==> config.mk <==
export PLATFORM = sky130hd
export DESIGN_NAME = wb_rr_arbiter
export DESIGN_NICKNAME = d
export VERILOG_FILES = /design/src/rtl/wb_arb_pkg.sv /design/src/rtl/wb_rr_picker.sv /design/src/rtl/wb_rr_arbiter.sv
export SDC_FILE = /design/constraint.sdc
export NUM_CORES = 1
export LEC_CHECK = 0
export BUFFER_PORTS_ARGS = -buffer_cell sky130_fd_sc_hd__buf_2
export CORE_ASPECT_RATIO = 1.4
export CORE_MARGIN = 2
export CORE_UTILIZATION = 37
export CTS_BUF_LIST = sky130_fd_sc_hd__clkbuf_8
export DETAILED_ROUTE_END_ITERATION = 12
export GPL_TIMING_DRIVEN = 0
export PLACE_DENSITY_LB_ADDON = 0.1
export SLEW_MARGIN = 40
export SYNTH_ARGS = -nofsm -noshare
export SYNTH_HDL_FRONTEND = slang
export SYNTH_SLANG_ARGS = --single-unit
==> constraint.sdc <==
create_clock -name clk -period 6.6 [get_ports clk]
set_clock_uncertainty 0.15 [all_clocks]
set_input_delay 1.32 -clock clk [delete_from_list [all_inputs] [get_ports clk]]
set_output_delay 1.32 -clock clk [all_outputs]
set_load 0.01 [all_outputs]
==> src/rtl/wb_arb_pkg.sv <==
// Shared definitions for the Wishbone round-robin arbiter: FSM encodings,
// outstanding-counter sizing and the synthetic flush read data.
package wb_arb_pkg;

    localparam logic [1:0] ST_IDLE    = 2'd0;
    localparam logic [1:0] ST_GRANTED = 2'd1;
    localparam logic [1:0] ST_FLUSH   = 2'd2;

    // Read data returned with synthetic acks; sliced to the bus width by the user.
    localparam logic [63:0] FLUSH_DAT = '1;

    function automatic int unsigned out_width(input int unsigned max_out);
        return $clog2(max_out + 1);
    endfunction

endpackage

==> src/rtl/wb_rr_picker.sv <==
// Combinational round-robin picker: one-hot winner searching upward from last+1.
module rr_picker #(
    parameter int unsigned N  = 2,
    parameter int unsigned PW = 1
) (
    input  logic [N-1:0]  i_req,
    input  logic [PW-1:0] i_last,
    output logic [N-1:0]  o_gnt_c
);

    logic w_found;

    always_comb begin
        o_gnt_c = '0;
        w_found = 1'b0;
        for (int off = 1; off <= int'(N); off++) begin
            for (int i = 0; i < int'(N); i++) begin
                if (!w_found && i_req[i] && ((int'(i_last) + off) % int'(N)) == i) begin
                    o_gnt_c[i] = 1'b1;
                    w_found    = 1'b1;
                end
            end
        end
    end

endmodule

==> src/rtl/wb_rr_arbiter.sv <==
// Round-robin arbiter sharing one pipelined Wishbone slave between masters.
// Optional ack watchdog with synthetic-ack flush: define WB_ARB_TIMEOUT_EN.
module wb_rr_arbiter
    import wb_arb_pkg::*;
#(
    parameter int unsigned NUM_MASTERS     = 2,
    parameter int unsigned ADDR_BITS       = 8,
    parameter int unsigned BYTES           = 1,
    parameter int unsigned SEL_WIDTH       = 1,
    parameter int unsigned MAX_OUTSTANDING = 4,
    parameter int unsigned TIMEOUT_CYCLES  = 1024
) (
    input  logic                               clk,
    input  logic                               areset,
    input  logic [NUM_MASTERS*ADDR_BITS-1:0]   s_wb_addr,
    input  logic [NUM_MASTERS*BYTES*8-1:0]     s_wb_dat_m2s,
    input  logic [NUM_MASTERS-1:0]             s_wb_we,
    input  logic [NUM_MASTERS*SEL_WIDTH-1:0]   s_wb_sel,
    input  logic [NUM_MASTERS-1:0]             s_wb_stb,
    input  logic [NUM_MASTERS-1:0]             s_wb_cyc,
    output logic [NUM_MASTERS*BYTES*8-1:0]     s_wb_dat_s2m,
    output logic [NUM_MASTERS-1:0]             s_wb_ack,
    output logic [NUM_MASTERS-1:0]             s_wb_stall,
    output logic [ADDR_BITS-1:0]               m_wb_addr,
    output logic [BYTES*8-1:0]                 m_wb_dat_m2s,
    output logic                               m_wb_we,
    output logic [SEL_WIDTH-1:0]               m_wb_sel,
    output logic                               m_wb_stb,
    output logic                               m_wb_cyc,
    input  logic [BYTES*8-1:0]                 m_wb_dat_s2m,
    input  logic                               m_wb_ack,
    input  logic                               m_wb_stall,
    output logic [NUM_MASTERS-1:0]             grant
);

    localparam int unsigned DW = BYTES * 8;
    localparam int unsigned PW = (NUM_MASTERS > 1) ? $clog2(NUM_MASTERS) : 1;
    localparam int unsigned OW = out_width(MAX_OUTSTANDING);

    if (NUM_MASTERS < 2 || NUM_MASTERS > 8 || MAX_OUTSTANDING < 1 || TIMEOUT_CYCLES < 2 || BYTES > 8)
    begin : g_param_check
        $error("wb_rr_arbiter: unsupported parameter set");
    end

    logic [1:0]             r_state;
    logic [NUM_MASTERS-1:0] r_grant;
    logic [PW-1:0]          r_gidx;
    logic [PW-1:0]          r_last;
    logic [OW-1:0]          r_out;

    logic [1:0]             w_state_nxt;
    logic [NUM_MASTERS-1:0] w_grant_nxt;
    logic [PW-1:0]          w_gidx_nxt;
    logic [PW-1:0]          w_last_nxt;
    logic [OW-1:0]          w_out_nxt;

    logic [NUM_MASTERS-1:0] w_pick;
    logic [PW-1:0]          w_pick_idx;
    logic                   w_g_cyc;
    logic                   w_g_stb;
    logic                   w_g_we;
    logic [ADDR_BITS-1:0]   w_g_addr;
    logic [DW-1:0]          w_g_dat;
    logic [SEL_WIDTH-1:0]   w_g_sel;
    logic                   w_full;
    logic                   w_accept;
    logic                   w_ack_ok;
    logic                   w_flush;
    logic [DW-1:0]          w_dat;

    rr_picker #(
        .N  (NUM_MASTERS),
        .PW (PW)
    ) u_picker (
        .i_req   (s_wb_cyc),
        .i_last  (r_last),
        .o_gnt_c (w_pick)
    );

    // Mux the currently granted master's request fields and encode the pick.
    always_comb begin
        w_g_cyc    = 1'b0;
        w_g_stb    = 1'b0;
        w_g_we     = 1'b0;
        w_g_addr   = '0;
        w_g_dat    = '0;
        w_g_sel    = '0;
        w_pick_idx = '0;
        for (int i = 0; i < int'(NUM_MASTERS); i++) begin
            if (r_gidx == PW'(i)) begin
                w_g_cyc  = s_wb_cyc[i];
                w_g_stb  = s_wb_stb[i];
                w_g_we   = s_wb_we[i];
                w_g_addr = s_wb_addr[i*ADDR_BITS +: ADDR_BITS];
                w_g_dat  = s_wb_dat_m2s[i*DW +: DW];
                w_g_sel  = s_wb_sel[i*SEL_WIDTH +: SEL_WIDTH];
            end
            if (w_pick[i]) begin
                w_pick_idx = PW'(i);
            end
        end
    end

    assign w_full       = (r_out == OW'(MAX_OUTSTANDING));
    assign w_accept     = m_wb_stb && !m_wb_stall;
    assign w_ack_ok     = m_wb_ack && (r_out != '0);
    assign w_flush      = (r_state == ST_FLUSH);
    assign w_dat        = w_flush ? FLUSH_DAT[DW-1:0] : m_wb_dat_s2m;
    assign s_wb_dat_s2m = {NUM_MASTERS{w_dat}};
    assign grant        = r_grant;
    assign m_wb_addr    = w_g_addr;
    assign m_wb_dat_m2s = w_g_dat;
    assign m_wb_we      = w_g_we;
    assign m_wb_sel     = w_g_sel;

    // Bus-side outputs follow the granted master live so a cyc drop is seen at once.
    always_comb begin
        m_wb_cyc   = 1'b0;
        m_wb_stb   = 1'b0;
        s_wb_ack   = '0;
        s_wb_stall = '1;
        case (r_state)
            ST_GRANTED: begin
                m_wb_cyc   = w_g_cyc;
                m_wb_stb   = w_g_cyc && w_g_stb && !w_full;
                s_wb_ack   = w_ack_ok ? r_grant : '0;
                s_wb_stall = ~r_grant | (r_grant & {NUM_MASTERS{m_wb_stall || w_full}});
            end
`ifdef WB_ARB_TIMEOUT_EN
            ST_FLUSH: begin
                s_wb_ack = (r_out != '0) ? r_grant : '0;
            end
`endif
            default: begin
                m_wb_cyc = 1'b0;
            end
        endcase
    end

`ifdef WB_ARB_TIMEOUT_EN
    localparam int unsigned TW = $clog2(TIMEOUT_CYCLES + 1);

    logic [TW-1:0] r_timer;
    logic [TW-1:0] w_timer_nxt;
    logic          w_timeout;

    // Watchdog runs only while the slave owes acks and restarts on every ack.
    always_comb begin
        w_timer_nxt = '0;
        if (r_state == ST_GRANTED && w_g_cyc && r_out != '0 && !m_wb_ack) begin
            w_timer_nxt = r_timer + TW'(1);
        end
    end

    assign w_timeout = (r_state == ST_GRANTED) && (r_out != '0) && !m_wb_ack &&
                       (r_timer == TW'(TIMEOUT_CYCLES - 1));

    always_ff @(posedge clk or posedge areset) begin
        if (areset) begin
            r_timer <= '0;
        end else begin
            r_timer <= w_timer_nxt;
        end
    end
`endif

    always_comb begin
        w_state_nxt = r_state;
        w_grant_nxt = r_grant;
        w_gidx_nxt  = r_gidx;
        w_last_nxt  = r_last;
        w_out_nxt   = r_out;
        case (r_state)
            ST_IDLE: begin
                w_out_nxt = '0;
                if (|s_wb_cyc) begin
                    w_state_nxt = ST_GRANTED;
                    w_grant_nxt = w_pick;
                    w_gidx_nxt  = w_pick_idx;
                end
            end
            ST_GRANTED: begin
                if (!w_g_cyc) begin
                    w_state_nxt = ST_IDLE;
                    w_grant_nxt = '0;
                    w_last_nxt  = r_gidx;
                    w_out_nxt   = '0;
                end else begin
                    if (w_accept && !w_ack_ok) begin
                        w_out_nxt = r_out + OW'(1);
                    end else if (!w_accept && w_ack_ok) begin
                        w_out_nxt = r_out - OW'(1);
                    end
`ifdef WB_ARB_TIMEOUT_EN
                    if (w_timeout) begin
                        w_state_nxt = ST_FLUSH;
                    end
`endif
                end
            end
`ifdef WB_ARB_TIMEOUT_EN
            // One synthetic ack per cycle until nothing is owed, then a fresh cycle.
            ST_FLUSH: begin
                if (!w_g_cyc) begin
                    w_state_nxt = ST_IDLE;
                    w_grant_nxt = '0;
                    w_last_nxt  = r_gidx;
                    w_out_nxt   = '0;
                end else begin
                    if (r_out != '0) begin
                        w_out_nxt = r_out - OW'(1);
                    end
                    if (r_out <= OW'(1)) begin
                        w_state_nxt = ST_GRANTED;
                    end
                end
            end
`endif
            default: begin
                w_state_nxt = ST_IDLE;
                w_grant_nxt = '0;
                w_out_nxt   = '0;
            end
        endcase
    end

    always_ff @(posedge clk or posedge areset) begin
        if (areset) begin
            r_state <= ST_IDLE;
            r_grant <= '0;
            r_gidx  <= '0;
            r_last  <= PW'(NUM_MASTERS - 1);
            r_out   <= '0;
        end else begin
            r_state <= w_state_nxt;
            r_grant <= w_grant_nxt;
            r_gidx  <= w_gidx_nxt;
            r_last  <= w_last_nxt;
            r_out   <= w_out_nxt;
        end
    end

endmodule

==> flow_summary.toml, run 1 <==
[run_status]
outcome = "completed"

[synthesis]
synth_edf_count = 0
synth_top_cells_by_count = "mux2_2, buf_4, nor2_1"
async_flop_share = 1.00
synth_most_common_cell = "mux2_2"
syn-cell-area_um2 = 817
ys_warn_count = 0
ys_seq_elements = 8
avgSynthCellArea_um2 = 8.98
seq_area_frac_synth = 0.247
synth_nets = 145
synthFlopType = "dfrtp_1"
synth_top_area_frac = 0.248
yosysTopAreaCell = "mux2_2"
netlist_instances = 91
yosysUniqueCellTypes = 27
synthTopCellsByArea = "mux2_2, dfrtp_1, buf_4"

[cts]
clockBufferDepth = 2
cts_hold_buf = 0
clock-root-buffer = "clkbuf_8"
post_cts_buffers = 0
cts_tree = "built"
cts-buffers-inserted = 3
clk_latency_ns = 0.23
clkSlewWorstSetupHoldPaths_ns = 0.04
cts_num_sinks = 8
cts_resized = 0
cts_max_level = 1

[global_route]
track_usage = 0.167
grt_antenna_before_repair = 0
grt_pass1_vias = 776
grt_pass1_wl_um = 3260
grt-ovfl-total = 0
grt_max_degree = 11

[critical_path]
r2r-start = "r_gidx$_DFFE_PP0P_"
path_class = "in -> out"
reg2reg_slack_ns = 4.22
path_common_cell = "buf_2"
cp_num_buf_inv = 2
critPathLaunchType = "input pin"
cp-end-kind = "primary output"
critPathTopFamily = "simple AND/OR/NAND/NOR gates"
critical_path_required_ns = 5.13
critical_path.max_stage_delay_ns = 0.25
cp_max_fo = 6
r2r_cells = 8
r2r_end = "r_out[2]$_DFFE_PP0P_"
crit_cells = 5
worst_ep_arrival_time_ns = 2.04
path_cells = "buf_2 > mux2i_1 > nand2b_2 > nor2_1 > buf_2"
cpMaxStageDelayCell = "nand2b_2"

[placed_design]
dp_hpwl_um = 1890
port_buffers = 85
gp_congestion = 0.757
dp_slack_ns = 3.08

[die]
core_region_area_um2 = 2130
die_area_um2 = 2610
row_count = 20
start_util = 0.384
dieHeight_um = 59.6
die_x_um = 43.7
io_pins = 94

[sta]
hold_viol_final = 0
fmax_mhz = 285
maxSlewHeadroom = 0.717
tns_ns = 0
tightest_slew_ns = 0.421
setup_violations = 0
min_period_ns = 3.51
final.period_utilization = 0.532
hold-worst-slack_ns = 0.393
final_max_slew_viol_count = 0
setup_ws_ns = 3.09
rsz0062_at_grt = "no"

[layout]
nFillCells = 191
drive_gt1_frac = 0.706
nets = 235
n_antenna_cell = 0
area_delta_synth_final_pct = 60.9

[power]
worst_ir_drop_vdd_v = 0.000125
powerDensity_nw_per_um2 = 269
p_leak_nw = 0.749

[routing]
avgViaCountPerCell = 4.55
wl_per_cell_um = 10.7
vias = 919
drtPass1Iterations = 2
detail-route-antenna-nets = 0
wirelength_um = 2170
dr.first_iter.drc_count = 5
drcViolationCount = 0

[worst_hold_path]
min_from = "r_last$_DFFE_PP1P_"
hold_depth = 2
hold_class = "reg -> reg"
holdPathEnd = "r_last$_DFFE_PP1P_"

[flow_run]
cap_violations = 0
-- per-stage QoR --
step                      instance area [um^2]  instances  total power (W)  utilization
after floorplan                            817         91         0.000225            -
after global placement                    1270        198         0.000291        0.597
after detailed placement                  1270        198         0.000295        0.597
after CTS                                 1320        202         0.000359        0.618
after global routing                      1320        202         0.000385        0.618
final                                     1320        202         0.000354        0.618
-- worst register-to-register path: stages, from the launching register on --
cell and delay, ns:
dfrtp_1 0.41, mux2i_1 0.23, nand2b_2 0.22, nor3_1 0.07, ha_1 0.24, fa_1 0.38
xnor2_1 0.14, or3_1 0.30, a21oi_1 0.15
-- layout make-up --
cell class                 count  area, um^2  share of cell area
buffer                        19         134               0.102
clock inverter                 1        3.75             0.00285
timing repair buffer          85         425               0.324
tap                           22        27.5              0.0209
clock buffer                   3        41.3              0.0314
multi-input combinational     58         459               0.349
inverter                       6        22.5              0.0171
sequential                     8         201               0.153
-- how the worst max path moves through the flow --
stage,endpoint,slack [ns],start
2_1_floorplan,m_wb_stb,3.34,s_wb_cyc[1]
3_3_place_gp,m_wb_stb,3.10,s_wb_cyc[0]
3_5_place_dp,m_wb_stb,3.08,s_wb_cyc[0]
4_1_cts,m_wb_stb,3.08,s_wb_cyc[0]
5_1_grt,m_wb_stb,3.00,s_wb_cyc[1]
6_report,m_wb_stb,3.09,s_wb_cyc[0]
-- power by group --
part	leakage, nW	total (W)	switching, W	internal (W)
Combinational	0.622	0.000211	0.0000986	0.000112
Sequential	0.100	0.0000818	0.0000161	0.0000657
Clock	0.0269	0.0000611	0.0000207	0.0000404
Total	0.749	0.000354	0.000135	0.000218
-- metal layers --
metal	wire length, um	track usage
met1	843	0.206
met2	1130	0.263
met3	149	0.0305
met4	48	0.104
met5	0	0
-- registers in the layout (all words and copies together), names as in the netlist --
register	cells
r_last	1
r_gidx	1
grant	2
r_out	3
r_state	1
-- cells in the final DEF (no fill, tap or decap), drive strengths merged, types with 2 or more instances in the layout --
| cell type | n |
|---|---|
| a21o | 2 |
| a211o | 2 |
| nand3 | 2 |
| mux2i | 2 |
| mux2 | 18 |
| dfrtp | 7 |
| nor2 | 9 |
| clkbuf | 4 |
| inv | 7 |
| a21oi | 7 |
| nand2 | 2 |
| buf | 103 |
| nor3b | 2 |
| nand2b | 3 |
-- cell families after synthesis --
group                      after synthesis  synth area share
and+or+nand+nor                         20             0.121
DFF                                      8             0.247
buffers and inverters                   25             0.191
muxes                                   20             0.273
adders and majority gates                2            0.0398
AOI/OAI and AO/OA                       14             0.107
xor gates and xnor gates                 2            0.0214
Power figures use the tool's default switching activity.
==> inputs of run 2 (changes only) <==
--- a/config.mk
+++ b/config.mk
@@ -5,10 +5,11 @@
 export SDC_FILE = /design/constraint.sdc
 export NUM_CORES = 1
 export LEC_CHECK = 0
+export ABC_AREA = 1
 export BUFFER_PORTS_ARGS = -buffer_cell sky130_fd_sc_hd__buf_2
 export CORE_ASPECT_RATIO = 1.4
 export CORE_MARGIN = 2
-export CORE_UTILIZATION = 37
+export CORE_UTILIZATION = 32
 export CTS_BUF_LIST = sky130_fd_sc_hd__clkbuf_8
 export DETAILED_ROUTE_END_ITERATION = 12
 export GPL_TIMING_DRIVEN = 0
==> constraint.sdc (replaced) <==
create_clock -name clk -period 3 [get_ports clk]
set_clock_uncertainty 0.15 [all_clocks]
set_input_delay 0.6 -clock clk [delete_from_list [all_inputs] [get_ports clk]]
set_output_delay 0.6 -clock clk [all_outputs]
set_load 0.01 [all_outputs]
==> run 2 against run 1 <==
Sequential power grew to 2.6 times the previous value. Largest cell class unchanged. Critical path type is now reg -> reg. Final cell count grew 35%. Synthesized area grew 7.8%.
==> flow_summary.toml, run 2 <==
[run_status]
outcome = "completed"

[cts]
cts_resized = 0
cts_num_sinks = 8
clk_latency_ns = 0.23
clockBufferDepth = 2
cts_tree = "built"
clkSlewWorstSetupHoldPaths_ns = 0.04
cts_max_level = 1
cts-buffers-inserted = 3
clock-root-buffer = "clkbuf_8"
post_cts_buffers = 0
cts_hold_buf = 0

[power]
p_leak_nw = 0.911
worst_ir_drop_vdd_v = 0.000500
power_w = 0.00111
powerDensity_nw_per_um2 = 797

[synthesis]
yosysUniqueCellTypes = 20
synthFlopType = "dfrtp_1"
synthTopCellsByArea = "nand2_1, dfrtp_1, buf_4"
avgSynthCellArea_um2 = 5.99
seq_area_frac_synth = 0.229
synth_most_common_cell = "nand2_1"
netlist_instances = 147
yosysTopAreaCell = "nand2_1"
ys_seq_elements = 8
synth_top_area_frac = 0.328
synth_edf_count = 0
ys_warn_count = 0
syn-cell-area_um2 = 881
async_flop_share = 1.00
synth_nets = 201
synth_top_cells_by_count = "nand2_1, buf_4, inv_1"

[global_route]
grt_pass1_vias = 901
grt_antenna_before_repair = 0
grt_pass1_wl_um = 3970
grt-ovfl-total = 0
track_usage = 0.153
grt_max_degree = 11

[layout]
fin_util = 0.534
final_common_cell = "buf_2"
stdcell_count = 272
largest_reg_flops = 3
nets = 291
area_delta_synth_final_pct = 58.5
final_cell_mix = "buf_2, nand2_1, buf_4"
regMostFlops = "r_out"
drive_gt1_frac = 0.496
n_antenna_cell = 0
nFillCells = 268

[critical_path]
crit_path_end = "r_out[1]$_DFFE_PP0P_"
cp_max_fo = 4
r2r_end = "r_out[1]$_DFFE_PP0P_"
path_class = "reg -> reg"
worst_ep_arrival_time_ns = 2.06
r2r_cells = 9
critical_path_required_ns = 2.97
reg2reg_slack_ns = 0.90
cp-end-kind = "register"
crit_start = "r_out[1]$_DFFE_PP0P_"
r2r-start = "r_out[1]$_DFFE_PP0P_"
critPathLaunchType = "register"

[routing]
drcViolationCount = 0
wirelength_um = 2530
wl_per_cell_um = 9.31
dr.first_iter.drc_count = 20
vias = 1147
avgViaCountPerCell = 4.22
detail-route-antenna-nets = 0
drtPass1Iterations = 4

[sta]
min_period_ns = 2.10
final_max_slew_viol_count = 0
tns_ns = 0
hold_viol_final = 0
maxSlewHeadroom = 0.797
final.period_utilization = 0.698
fmax_mhz = 477
rsz0062_at_grt = "no"
setup_violations = 0
tightest_slew_ns = 0.301

[die]
row_count = 22
io_pins = 94
die_x_um = 48.3
dieHeight_um = 66.1
core_region_area_um2 = 2620
start_util = 0.337
die_area_um2 = 3190

[worst_hold_path]
hold_class = "in -> async"

[flow_run]
cap_violations = 0

[placed_design]
port_buffers = 85
dp_hpwl_um = 2140
gp_congestion = 0.740
post-place-cells = 268
==> run 2: worst min-delay path by stage <==
stage               slack, ns          startpoint  cells past startpoint              endpoint
finish                   0.15              areset                      2  r_out[0]$_DFFE_PP0P_
global route             0.19              areset                      2  r_out[0]$_DFFE_PP0P_
CTS                      0.16              areset                      2  r_out[0]$_DFFE_PP0P_
detailed placement       0.33  r_last$_DFFE_PP1P_                      2    r_last$_DFFE_PP1P_
global placement         0.33  r_last$_DFFE_PP1P_                      2    r_last$_DFFE_PP1P_
floorplan                0.26              areset                      1  grant[0]$_DFFE_PP0P_
==> run 2: logic make-up after synthesis <==
family	Yosys count	share of synthesized area
simple gates	97	0.453
flops	8	0.229
fa+ha+maj	2	0.0369
compound gates	7	0.0469
buf+inv	33	0.234
==> run 2: power by group <==
| part | total [W] | switching (W) | leakage, nW | internal [W] |
|---|---|---|---|---|
| clock network | 0.000132 | 0.0000435 | 0.0269 | 0.0000887 |
| logic | 0.000765 | 0.000445 | 0.783 | 0.000320 |
| registers | 0.000215 | 0.0000542 | 0.101 | 0.000161 |
| total | 0.00111 | 0.000543 | 0.911 | 0.000570 |
==> run 2: through the flow <==
step	area, um^2	setup slack (ns)	hold slack [ns]
5_1_grt	1400	0.747	0.188
6_report	1400	0.905	0.154
4_1_cts	1400	0.902	0.160
3_3_place_gp	1350	0.699	0.328
3_5_place_dp	1350	0.696	0.328
2_1_floorplan	881	0.930	0.265
==> run 2: final cells by class <==
class / instances / area (um^2) / area share
clock inverter: 1 / 3.75 / 0.00269
sequential: 8 / 201 / 0.144
clock buffer: 3 / 41.3 / 0.0296
timing repair buffer: 85 / 425 / 0.305
inverter: 13 / 48.8 / 0.0349
buffer: 20 / 158 / 0.113
multi-input combinational: 106 / 473 / 0.339
tap: 36 / 45.0 / 0.0323
==> run 2: layer usage <==
layer	track usage	up-vias	part of all wire
met1	0.185	474	0.41
met3	0.0407	4	0.10
met5	0	-	0
met2	0.262	60	0.48
li1	-	609	-
met4	0.0500	0	0.013
==> run 2: worst max-delay path, cell delays in order, from the launching register on <==
cell and delay [ns]:
dfrtp_1 0.37, inv_1 0.09, nand2_1 0.09, o21ai_0 0.28
nor3_2 0.06, ha_1 0.25, fa_1 0.49, nor2_1 0.04
a21oi_1 0.11, nor2_1 0.05
